==> src/rtl/tpu_pkg.sv <==
// Shared definitions for the tpumac systolic array, its feeders and the drain/collector stages.
//   DIM_DEFAULT : default array edge length
//   BITS_AB     : signed operand width per lane (tpumac Ain/Bin)
//   BITS_C      : accumulator width (tpumac Cout)
//   feeder_state_t : skew feeder FSM states
package tpu_pkg;

    localparam int unsigned DIM_DEFAULT = 8;
    localparam int unsigned BITS_AB     = 8;
    localparam int unsigned BITS_C      = 16;

    typedef enum logic [1:0] {
        IDLE,
        STREAM,
        FLUSH
    } feeder_state_t;

endpackage

==> src/rtl/skew_lane.sv <==
// One lane of the skew feeder: a DEPTH-stage shift register that advances only when adv is high.
//   clk   : system clock, rising edge
//   rst_n : asynchronous active-low reset, clears every stage
//   adv   : shift enable; all stages hold when low
//   d     : lane input
//   q     : oldest stage, DEPTH advance cycles behind d
module skew_lane #(
    parameter int unsigned DEPTH   = 1,
    parameter int unsigned BITS_AB = 8
) (
    input  logic               clk,
    input  logic               rst_n,
    input  logic               adv,
    input  logic [BITS_AB-1:0] d,
    output logic [BITS_AB-1:0] q
);

    logic [BITS_AB-1:0] stage_q [DEPTH];

    always_ff @(posedge clk or negedge rst_n) begin
        if (!rst_n) begin
            for (int k = 0; k < int'(DEPTH); k++) begin
                stage_q[k] <= '0;
            end
        end else if (adv) begin
            stage_q[0] <= d;
            for (int k = 1; k < int'(DEPTH); k++) begin
                stage_q[k] <= stage_q[k-1];
            end
        end
    end

    assign q = stage_q[DEPTH-1];

endmodule

==> src/rtl/systolic_skew_feeder.sv <==
// Upstream feeder for the tpumac systolic array. Accepts one DIM-lane row per handshake beat,
// delays lane i by i+1 advance cycles so the row enters the array diagonally, then injects
// DIM-1 zero beats to drain the diagonal and pulses done with the final array enable.
//   clk, rst_n         : clock and asynchronous active-low reset
//   in_valid/in_ready  : upstream row handshake; in_last marks the last row of a tile
//   in_data            : packed row, lane i = [i*BITS_AB +: BITS_AB]
//   out_data           : skewed lanes to the array edge, held while out_en is low
//   out_en             : array enable, high in the cycle after each advance
//   done               : one-cycle pulse coincident with the last out_en of a tile
//   tile_err           : sticky tile-length error
// Optional: define SKEW_TILE_CHECK_EN to build the beat counter and tile_err checking;
// otherwise tile_err is tied low.
module systolic_skew_feeder #(
    parameter int unsigned DIM     = tpu_pkg::DIM_DEFAULT,
    parameter int unsigned BITS_AB = tpu_pkg::BITS_AB
) (
    input  logic                   clk,
    input  logic                   rst_n,
    input  logic                   in_valid,
    output logic                   in_ready,
    input  logic                   in_last,
    input  logic [DIM*BITS_AB-1:0] in_data,
    output logic [DIM*BITS_AB-1:0] out_data,
    output logic                   out_en,
    output logic                   done,
    output logic                   tile_err
);

    import tpu_pkg::*;

    localparam int unsigned FlushW = (DIM > 1) ? $clog2(DIM) : 1;
    localparam logic [FlushW-1:0] FlushLast = FlushW'((DIM > 1) ? DIM - 2 : 0);

    feeder_state_t     state_q, state_d;
    logic [FlushW-1:0] flush_cnt_q, flush_cnt_d;
    logic              out_en_q;
    logic              done_q, done_d;
    logic              accept;
    logic              advance;
    logic              flushing;

    assign flushing = (state_q == FLUSH);
    // Gated by rst_n so upstream never sees a ready while the feeder is held in reset.
    assign in_ready = rst_n && !flushing;
    assign accept   = in_valid && in_ready;
    assign advance  = accept || flushing;

    always_comb begin
        state_d     = state_q;
        flush_cnt_d = flush_cnt_q;
        done_d      = 1'b0;
        case (state_q)
            IDLE, STREAM: begin
                if (accept) begin
                    if (!in_last) begin
                        state_d = STREAM;
                    end else if (DIM == 1) begin
                        // A single lane has no diagonal to drain.
                        state_d = IDLE;
                        done_d  = 1'b1;
                    end else begin
                        state_d     = FLUSH;
                        flush_cnt_d = '0;
                    end
                end
            end
            FLUSH: begin
                if (flush_cnt_q == FlushLast) begin
                    state_d = IDLE;
                    done_d  = 1'b1;
                end else begin
                    flush_cnt_d = flush_cnt_q + 1'b1;
                end
            end
            default: state_d = IDLE;
        endcase
    end

    always_ff @(posedge clk or negedge rst_n) begin
        if (!rst_n) begin
            state_q     <= IDLE;
            flush_cnt_q <= '0;
            out_en_q    <= 1'b0;
            done_q      <= 1'b0;
        end else begin
            state_q     <= state_d;
            flush_cnt_q <= flush_cnt_d;
            out_en_q    <= advance;
            done_q      <= done_d;
        end
    end

    assign out_en = out_en_q;
    assign done   = done_q;

    for (genvar i = 0; i < int'(DIM); i++) begin : g_lane
        logic [BITS_AB-1:0] lane_d;
        // Zeros are shifted in while draining.
        assign lane_d = flushing ? '0 : in_data[i*BITS_AB +: BITS_AB];

        skew_lane #(
            .DEPTH   (i + 1),
            .BITS_AB (BITS_AB)
        ) u_lane (
            .clk   (clk),
            .rst_n (rst_n),
            .adv   (advance),
            .d     (lane_d),
            .q     (out_data[i*BITS_AB +: BITS_AB])
        );
    end

`ifdef SKEW_TILE_CHECK_EN
    localparam int unsigned BeatW = $clog2(DIM + 1);

    logic [BeatW-1:0] beat_cnt_q;
    logic [BeatW:0]   beat_inc;
    logic             tile_err_q;

    assign beat_inc = {1'b0, beat_cnt_q} + 1'b1;

    always_ff @(posedge clk or negedge rst_n) begin
        if (!rst_n) begin
            beat_cnt_q <= '0;
            tile_err_q <= 1'b0;
        end else begin
            if (done_d) begin
                beat_cnt_q <= '0;
            end else if (accept && (beat_inc <= (BeatW+1)'(DIM))) begin
                // Saturates at DIM so an over-long tile cannot wrap back to a legal count.
                beat_cnt_q <= beat_inc[BeatW-1:0];
            end
            if (accept && in_last && (beat_inc != (BeatW+1)'(DIM))) begin
                tile_err_q <= 1'b1;
            end
            if (accept && !in_last && (beat_inc == (BeatW+1)'(DIM))) begin
                tile_err_q <= 1'b1;
            end
        end
    end

    assign tile_err = tile_err_q;
`else
    assign tile_err = 1'b0;
`endif

endmodule

==> config.mk <==
export PLATFORM = sky130hd
export DESIGN_NAME = systolic_skew_feeder
export DESIGN_NICKNAME = d
export VERILOG_FILES = /design/src/rtl/tpu_pkg.sv /design/src/rtl/skew_lane.sv /design/src/rtl/systolic_skew_feeder.sv
export SDC_FILE = /design/constraint.sdc
export NUM_CORES = 1
export LEC_CHECK = 0
export ABC_AREA = 1
export ABC_CLOCK_PERIOD_IN_PS = 2500
export CELL_PAD_IN_SITES_DETAIL_PLACEMENT = 2
export CELL_PAD_IN_SITES_GLOBAL_PLACEMENT = 2
export CORE_MARGIN = 3
export CORE_UTILIZATION = 37
export CTS_BUF_LIST = sky130_fd_sc_hd__clkbuf_16
export CTS_CLUSTER_DIAMETER = 200
export DETAILED_ROUTE_END_ITERATION = 12
export PLACE_DENSITY_LB_ADDON = 0.1
export SLEW_MARGIN = 25
export SYNTH_ARGS = -nofsm -noshare
export SYNTH_HDL_FRONTEND = slang
export SYNTH_SLANG_ARGS = --single-unit
==> constraint.sdc <==
create_clock -name clk -period 2.5 [get_ports clk]
set_clock_uncertainty 0.15 [all_clocks]
set_input_delay 0.25 -clock clk [delete_from_list [all_inputs] [get_ports clk]]
set_output_delay 0.25 -clock clk [all_outputs]
set_load 0.05 [all_outputs]
* Word level (Yosys, flattened, before mapping)
Index checks and enable logic that the tools add are counted.
** Word-level totals
- Register bits :: 295
- Input bits :: 68
- Output and inout bits :: 68
- Logic and storage cells :: 75
** Operators by class
- $add $sub $neg :: 1
- Equality and inequality tests :: 7
- Muxes and demuxes :: 18
- Reduce and logical (&&, ||, !) cells :: 9
** Operators with widths (count)
- 8-bit 2-to-1 mux :: 8
- 3-bit 2-to-1 mux :: 3
- 2-bit 2-to-1 mux :: 3
- 2-bit inequality test (second input constant) :: 3
- 3-bit one-hot mux with 2 select lines :: 1
- 2-bit one-hot mux with 2 select lines :: 1
- 4-bit AND reduction :: 1
- 3-bit by 1-bit adder with 3-bit output (second input constant) :: 1
- 3-bit equality test (second input constant) :: 1
- 2-bit by 1-bit equality test with 1-bit output (second input constant) :: 1
- 2-bit equality test (second input constant) :: 1
- 1-bit logical AND :: 2
- 2-bit zero test :: 1
- 1-bit 2-to-1 mux :: 2
- 2-bit by 1-bit inequality test with 1-bit output (second input constant) :: 1
- 2-bit AND reduction :: 1
- 2-bit nonzero test :: 1
- 2-bit OR reduction :: 1
- 1-bit zero test :: 1
- 1-bit logical OR :: 1

* Longest topological paths before layout
Gate-level depths: netlist of the first run.
- Depth in word-level cells :: 6
- Mapped depth :: 8
- Gate-level depth less buffers :: 7

* Hierarchy
From an unflattened synthesis of the first run, not the netlist that was laid out.
** Unflattened totals
- Cell total of the unflattened synthesis :: 1461
- Area total of the unflattened synthesis :: 12570.8 sq um
** Modules (own cells, without submodules)
- skew_lane at g_lane[7].u_lane :: times used 1, cells each 278, area an instance 2506.2 sq um, seq. area each 1601.5 sq um
- skew_lane at g_lane[6].u_lane :: times used 1, cells each 245, area an instance 2174.6 sq um, seq. area each 1401.3 sq um
- skew_lane at g_lane[5].u_lane :: times used 1, cells each 211, area an instance 1875.5 sq um, seq. area each 1201.2 sq um
- skew_lane at g_lane[4].u_lane :: times used 1, cells each 178, area an instance 1676.6 sq um, seq. area each 1001.0 sq um
- skew_lane at g_lane[3].u_lane :: times used 1, cells each 144, area an instance 1355.0 sq um, seq. area each 800.8 sq um
- skew_lane at g_lane[2].u_lane :: times used 1, cells each 110, area an instance 1037.2 sq um, seq. area each 600.6 sq um
- systolic_skew_feeder :: times used 1, cells each 185, area an instance 903.4 sq um, seq. area each 175.2 sq um
- skew_lane at g_lane[1].u_lane :: times used 1, cells each 76, area an instance 737.0 sq um, seq. area each 400.4 sq um
- skew_lane at g_lane[0].u_lane :: times used 1, cells each 34, area an instance 305.3 sq um, seq. area each 200.2 sq um

* Least setup slack after synthesis of the first run
No wires, ideal clock.
- Kind :: register -> output
- Start :: register state_q[1]
- End :: output in_ready
- Arrival :: 1.185 ns
- Required time :: 2.100 ns
- Slack :: 0.915 ns
- Stages on the path, launching flop included :: 4
- Buffers on the path :: 0
- Cell sequence :: dfrtp_1 > inv_1 > nor2_1 > nor2_1
** Between the ends
- Cells in the longest elaborated chain, start to end :: 3
** RTL lines
- start: declaration :: RTL line systolic_skew_feeder.sv:34 : feeder_state_t state_q, state_d;
- start signal: assignment :: RTL line systolic_skew_feeder.sv:86 : state_q <= state_d;
- 2-bit equality test :: RTL line systolic_skew_feeder.sv:42 : assign flushing = (state_q == FLUSH);
- 1-bit zero test :: RTL line systolic_skew_feeder.sv:44 : assign in_ready = rst_n && !flushing;
- 1-bit logical AND :: RTL line systolic_skew_feeder.sv:44
- end: declaration :: RTL line systolic_skew_feeder.sv:20 : output logic in_ready,
Every way passes these cells.

* Worst setup path in the final report of the first run
- Start :: register g_lane[4].u_lane.stage_q (netlist bit g_lane[4].u_lane.q[2])
- End :: output out_data[34]
** RTL lines
- start: declaration :: RTL line skew_lane.sv:18 : logic [BITS_AB-1:0] stage_q [DEPTH];
- start signal: indexed assignment :: RTL line skew_lane.sv:28 : stage_q[k] <= stage_q[k-1];
- end: declaration :: RTL line systolic_skew_feeder.sv:23 : output logic [DIM*BITS_AB-1:0] out_data,
No word-level cell between the ends.

==> flow_summary.ini, run 1 <==
[run_status]
status = complete, no violations

[logic_synthesis]
syn_area_sq_um = 12150
synthTopCellsByArea = dfrtp_1, nand2_1, nand3_1
synth.top_cell.area_share_pct = 60.77
ys.warnings.count = 0
syn-num-nets = 1423
ys_seq_area_share_pct = 60.77
synthCells = 1353
synth_top_cell_by_area = dfrtp_1
ys_ff_latch = 295
yosysUniqueCellTypes = 18
synth.avg_cell_area_sq_um = 8.978

[floorplanning]
design.core.area_sq_um = 31960
fp-row-count = 65
die_height_um = 187.2
die-area_sq_um = 35040
die_x_um = 187.2
start_util_pct = 38.00
io_pins = 136

[global_route]
grt-ovfl-total = 0
antenna_found_initial = 3
grtUsageTotal_pct = 18.00
grt_max_degree = 134
grt_pass1_wl_mm = 53.30
grt_pass1_vias = 10310

[timing]
relSlewSlack_pct = 41.84
tns_ns = 0
rsz0062_at_grt = no
fin_crit_sh_pct = 85.58
slew_viol_final = 0
hold_slack_ns = 0.03556
final_hold_viol_count = 0
clock.fmax_ghz = 0.4674
fin_crit_ns = 2.139
worst_slew_pin_slew_ns = 0.8724
setup_violations = 0

[place]
place_congestion = 0.6904
io_buffers = 134
hpwl_mm = 18.68

[clock_network]
cts_max_path_buffers = 3
cts_made_buffers = 36
h-tree-depth = 2
cts.reportedPaths.clkPinSlew_ns = 0.06
clk_latency_ns = 0.51
holdBufCountCts = 1
clockRootBuffer = clkbuf_16
cts_resized = 0
cts_sinks = 295
postCtsSetupBuffers = 0
cts_tree = built

[final_layout]
areaGrowthSynthToFinish_pct = 19.64
nets = 1467
utilization_pct = 45.47
drive_above_1_share_pct = 5.696

[power]
leakagePower_uw = 0.007672
finalPower_uw = 19160
powerDensity_nw_per_um2 = 1319
ir_drop_uv = 530.2

[critical_path]
rr_startpoint = state_q[1]
crit_path_cell_trace = clkdlybuf4s50_1
endpoint_kind = output port
slowest_stage = clkdlybuf4s50_1
start_kind = flop
crit_path_max_fanout = 2
crit_family = buffers and inverters
startpoint = g_lane[4].u_lane.q[2]
crit_arrival_ns = 1.74
slowest_delay_ns = 0.87
cp.required_ns = 2.10
crit_buf_inv = 1
path_class = flop to output port

[worst_hold_path]
hold_path_class = primary input to asynchronous set/reset pin

[routing]
routed_via_density = 4.939
remaining_drc_errors = 0
drtAntennaViolNets = 0
firstDrtPassIters = 4
via_count = 9176
wirelength_mm = 31.07
drt_iter0_markers = 485
wl_per_cell_um = 16.72

[flow_run]
cap_violations = 0
[cell type report]
| cell class | instances | area [sq um] |
|---|---|---|
| well taps | 435 | 544.3 |
| clock inverters | 26 | 176.4 |
| multi-input cells | 897 | 3804 |
| inverters | 9 | 33.78 |
| flip-flops and latches | 295 | 7382 |
| clock buffers | 37 | 925.9 |
| diodes | 1 | 2.502 |
| fillers | 3478 | 17430 |
| repair buffers | 158 | 1664 |
[through the flow]
| stage | instance area [sq um] | std cells | worst slack [ns] |
|---|---|---|---|
| 2_1_floorplan | 12150 | 1353 | 0.9150 |
| 3_3_place_gp | 13420 | 1793 | 0.4517 |
| 3_5_place_dp | 13420 | 1793 | 0.4403 |
| 4_1_cts | 14530 | 1857 | 0.3228 |
| 5_1_grt | 14530 | 1858 | 0.2686 |
| 6_report | 14530 | 1858 | 0.3605 |
[sequential cells by signal, indices dropped and copies added (netlist names)]
signal                 cells
flush_cnt_q                3
state_q                    2
g_lane.u_lane.q           64
done                       1
out_en                     1
g_lane.u_lane.stage_q    224
[power by group]
part	total, uW	leakage (uW)	internal (uW)	switching (uW)
Combinational	6720	0.00319	2120	4600
Clock	4880	0.000574	2890	1990
Sequential	7570	0.00391	6540	1020
[placed cells by master, fill, tap and decap left out, drive strengths merged]
cell           instances
buf                   25
bufinv                 2
clkbuf                37
clkdlybuf4s50        132
clkinv                16
conb                   1
dfrtp                295
diode                  1
dlygate4sd3            1
ha                     2
inv                   17
nand2                589
nand3                296
nand4                  1
nor2                   7
o21ai                  1
[path summary, 6_finish.rpt]
check                                          endpoint  slack [ns]  depth (start not counted)
setup / recovery                           out_data[34]        0.36                          1
hold / removal             g_lane[6].u_lane.stage_q[32]        0.04                          2
setup reg to reg                         flush_cnt_q[2]        0.44                          5
hold reg to reg            g_lane[4].u_lane.stage_q[28]        0.31                          2
max in group asynchronous  g_lane[7].u_lane.stage_q[35]        1.15                          3
min in group clk                  g_lane[0].u_lane.q[7]        0.13                          3
[cell usage after synthesis]
master	instances
nand2_2	1
buf_2	51
buf_6	2
nand3_2	1
nand2_4	1
buf_1	12
nand4_1	1
ha_1	2
nand3_1	295
clkbuf_1	5
conb_1	1
nor2_1	7
dfrtp_1	295
nand2_1	587
o21ai_0	1
inv_1	8
inv_2	1
buf_4	82
[cell families (layout without fill, tap and decap cells)]
family / after synthesis / in the layout / synth area share, %
and+or+nand+nor: 893 / 893 / 30.79
AOI/OAI and AO/OA: 1 / 1 / 0.04116
other: 1 / 2 / 0.03087
adders and majority gates: 2 / 2 / 0.2060
DFF: 295 / 295 / 60.77
buffers and inverters: 161 / 230 / 8.158
[per-layer routing]
metal | share of wire [%] | track usage [%] | vias up
li1 | - | - | 4342
met1 | 44 | 23.14 | 4666
met2 | 49 | 30.98 | 118
met3 | 4.6 | 4.329 | 46
met4 | 1.6 | 3.955 | 4
met5 | 0.074 | 0 | -
Power figures use the tool's default switching activity.
==> run 2: changes to the inputs <==
--- a/config.mk
+++ b/config.mk
@@ -18,4 +18,5 @@
 export SLEW_MARGIN = 25
 export SYNTH_ARGS = -nofsm -noshare
 export SYNTH_HDL_FRONTEND = slang
+export SYNTH_HIERARCHICAL = 1
 export SYNTH_SLANG_ARGS = --single-unit
==> run 2 against run 1 <==
Area after synthesis increased by 3.5%; global-route usage decreased by 1.8 points; routed wire length decreased by 8.7%; non-clock buffer count decreased by 6; die area increased by 3.4%; register-to-register slack improved by 0.02 ns; maximum frequency increased by 1.2%; sequential cell count unchanged.
==> flow_summary.ini, run 2 <==
[run_status]
status = complete, no violations

[critical_path]
slowest_delay_ns = 0.82
crit_path_cell_trace = clkdlybuf4s50_1
cp.required_ns = 2.10
crit_path_max_fanout = 2
crit_arrival_ns = 1.71
crit_buf_inv = 1
start_kind = flop
endpoint_kind = output port
slowest_stage = clkdlybuf4s50_1
path_class = flop to output port
crit_family = buffers and inverters

[routing]
wirelength_mm = 28.38
firstDrtPassIters = 4
routed_via_density = 4.515
remaining_drc_errors = 0
drtAntennaViolNets = 0
wl_per_cell_um = 14.26
via_count = 8985
drt_iter0_markers = 393

[timing]
fin_crit_ns = 2.115
clock.fmax_ghz = 0.4728
worst_slew_pin_slew_ns = 0.9518
slew_viol_final = 0
fin_crit_sh_pct = 84.59
setup_violations = 0
tns_ns = 0
rsz0062_at_grt = no
relSlewSlack_pct = 36.54
final_hold_viol_count = 0

[clock_network]
cts_tree = built
cts_sinks = 295
postCtsSetupBuffers = 0
cts.reportedPaths.clkPinSlew_ns = 0.06
clk_latency_ns = 0.50
h-tree-depth = 2
cts_max_path_buffers = 3
cts_made_buffers = 35
clockRootBuffer = clkbuf_16

[floorplanning]
die_height_um = 190.3
io_pins = 136
design.core.area_sq_um = 33030
die_x_um = 190.3
start_util_pct = 38.06
die-area_sq_um = 36220
fp-row-count = 66

[logic_synthesis]
ys_ff_latch = 295
yosysUniqueCellTypes = 18
ys.warnings.count = 6
syn-num-nets = 1531
synthArstFlopShare_pct = 100.0
synth_ff_type = dfrtp_1
synth.top_cell.area_share_pct = 58.72
synth.most_common_cell = nand2_1
synthCells = 1461
synth_top_cell_by_area = dfrtp_1
syn_area_sq_um = 12570
ys_seq_area_share_pct = 58.72
synthTopCellsByArea = dfrtp_1, nand2_1, buf_4
synth_edf_count = 0
synth_common_cells = nand2_1, dfrtp_1, buf_4
synth.avg_cell_area_sq_um = 8.604

[global_route]
antenna_found_initial = 4
grt-ovfl-total = 0
grtUsageTotal_pct = 16.22
grt_max_degree = 172
grt_pass1_wl_mm = 49.27
grt_pass1_vias = 9995

[power]
finalPower_uw = 18940
seqPwrFrac_pct = 39.8
leakagePower_uw = 0.008033
switchingPower_uw = 7593
cellInternalPower_uw = 11350
clock_power_share_pct = 24.0
p_comb_share_pct = 36.3
swShare_pct = 40.08
ir_drop_uv = 599.0
powerDensity_nw_per_um2 = 1292

[flow_run]
cap_violations = 0

[final_layout]
drive_above_1_share_pct = 7.946
stdcell_area_sq_um = 14660
nets = 1596
largest_reg_flops = 224
areaGrowthSynthToFinish_pct = 16.60
largest-register = g_lane.u_lane/stage_q
final_cell_mix = nand2_1, dfrtp_1, clkdlybuf4s50_1
layout_commonest_cell = nand2_1
antenna_cells = 0

[place]
hpwl_mm = 17.48
io_buffers = 134
place_area_sq_um = 13610
place_congestion = 0.6951

[worst_hold_path]
hold_path_class = primary input to asynchronous set/reset pin
## run 2: cell types whose count changed after synthesis, sizes merged
cell,change
nand3,-289
inv,+71
nor2,+64
o21ai,-1
buf,-37
nand4,+1
a21oi,+1
nand2,+289
clkbuf,+9
## run 2: layout make-up
class	count	area (sq um)
sequential	295	7382
clock buffer	37	925.9
inverter	80	332.8
tap	442	553.0
timing repair buffer	152	1589
clock inverter	22	88.84
fill	3688	18370
multi-input combinational	962	3786
## run 2: power by group through the flow
stage	combinational, uW	sequential [uW]	clock [uW]
floorplan	5770	7580	0
global route	7840	7800	4960
global placement	6800	7530	0
detailed placement	7030	7620	0
CTS	7100	7570	4740
finish	6870	7530	4540
## run 2: routing by layer
| layer | vias to the layer above | GRT usage, % | routed length, um |
|---|---|---|---|
| met4 | 8 | 3.782 | 526 |
| met2 | 102 | 28.85 | 14350 |
| met3 | 44 | 3.768 | 1278 |
| met5 | - | 0 | 55 |
| met1 | 4459 | 20.08 | 12170 |
| li1 | 4372 | - | - |
## run 2: through the flow
step / cells / worst slack [ns] / util, % / hold slack (ns)
final: 1990 / 0.3851 / 44.38 / 0.2193
after global routing: 1990 / 0.2184 / 44.38 / 0.2285
after CTS: 1989 / 0.3415 / 44.29 / 0.1950
after detailed placement: 1929 / 0.2054 / 41.19 / 0.1036
after global placement: 1929 / 0.2342 / 41.18 / 0.09933
after floorplan: 1461 / 0.6821 / - / -0.1956
## run 2: worst paths after layout
check                                             startpoint  slack, ns                      endpoint  cells after the start
worst max-delay path                   g_lane[4].u_lane/q[7]       0.39                  out_data[39]                      1
worst min-delay path                                   rst_n       0.22                        out_en                      3
worst max register to register                    state_q[0]       0.46         g_lane[6].u_lane/q[7]                      7
worst min register to register  g_lane[3].u_lane/stage_q[11]       0.32  g_lane[3].u_lane/stage_q[11]                      2
max in group asynchronous                              rst_n       0.72  g_lane[7].u_lane/stage_q[63]                      5
min in group clk                                 in_data[34]       0.22  g_lane[4].u_lane/stage_q[34]                      5
## run 2: cells by family (layout without fill, tap and decap cells)
logic type               count (synthesis)  in the layout  share of synthesized area [%]
AO/OA/AOI/OAI                            1              1                        0.03977
flip-flops                             295            295                          58.72
buffers and inverters                  204            291                          11.28
AND/OR/NAND/NOR                        958            958                          29.73
other                                    1              1                        0.02983
adder cells (fa/ha/maj)                  2              2                         0.1990
## run 2: tightest hold or removal path, delay by kind of cell
| family | cells | cell delay (ns) |
|---|---|---|
| buf+inv | 3 | 0.99 |
## run 2: timing repair
item | 4_1_cts | 5_1_grt
hold buffers | 1 | 0
endpoints found under the hold margin | 10 | 0
gates resized for setup | 0 | 0
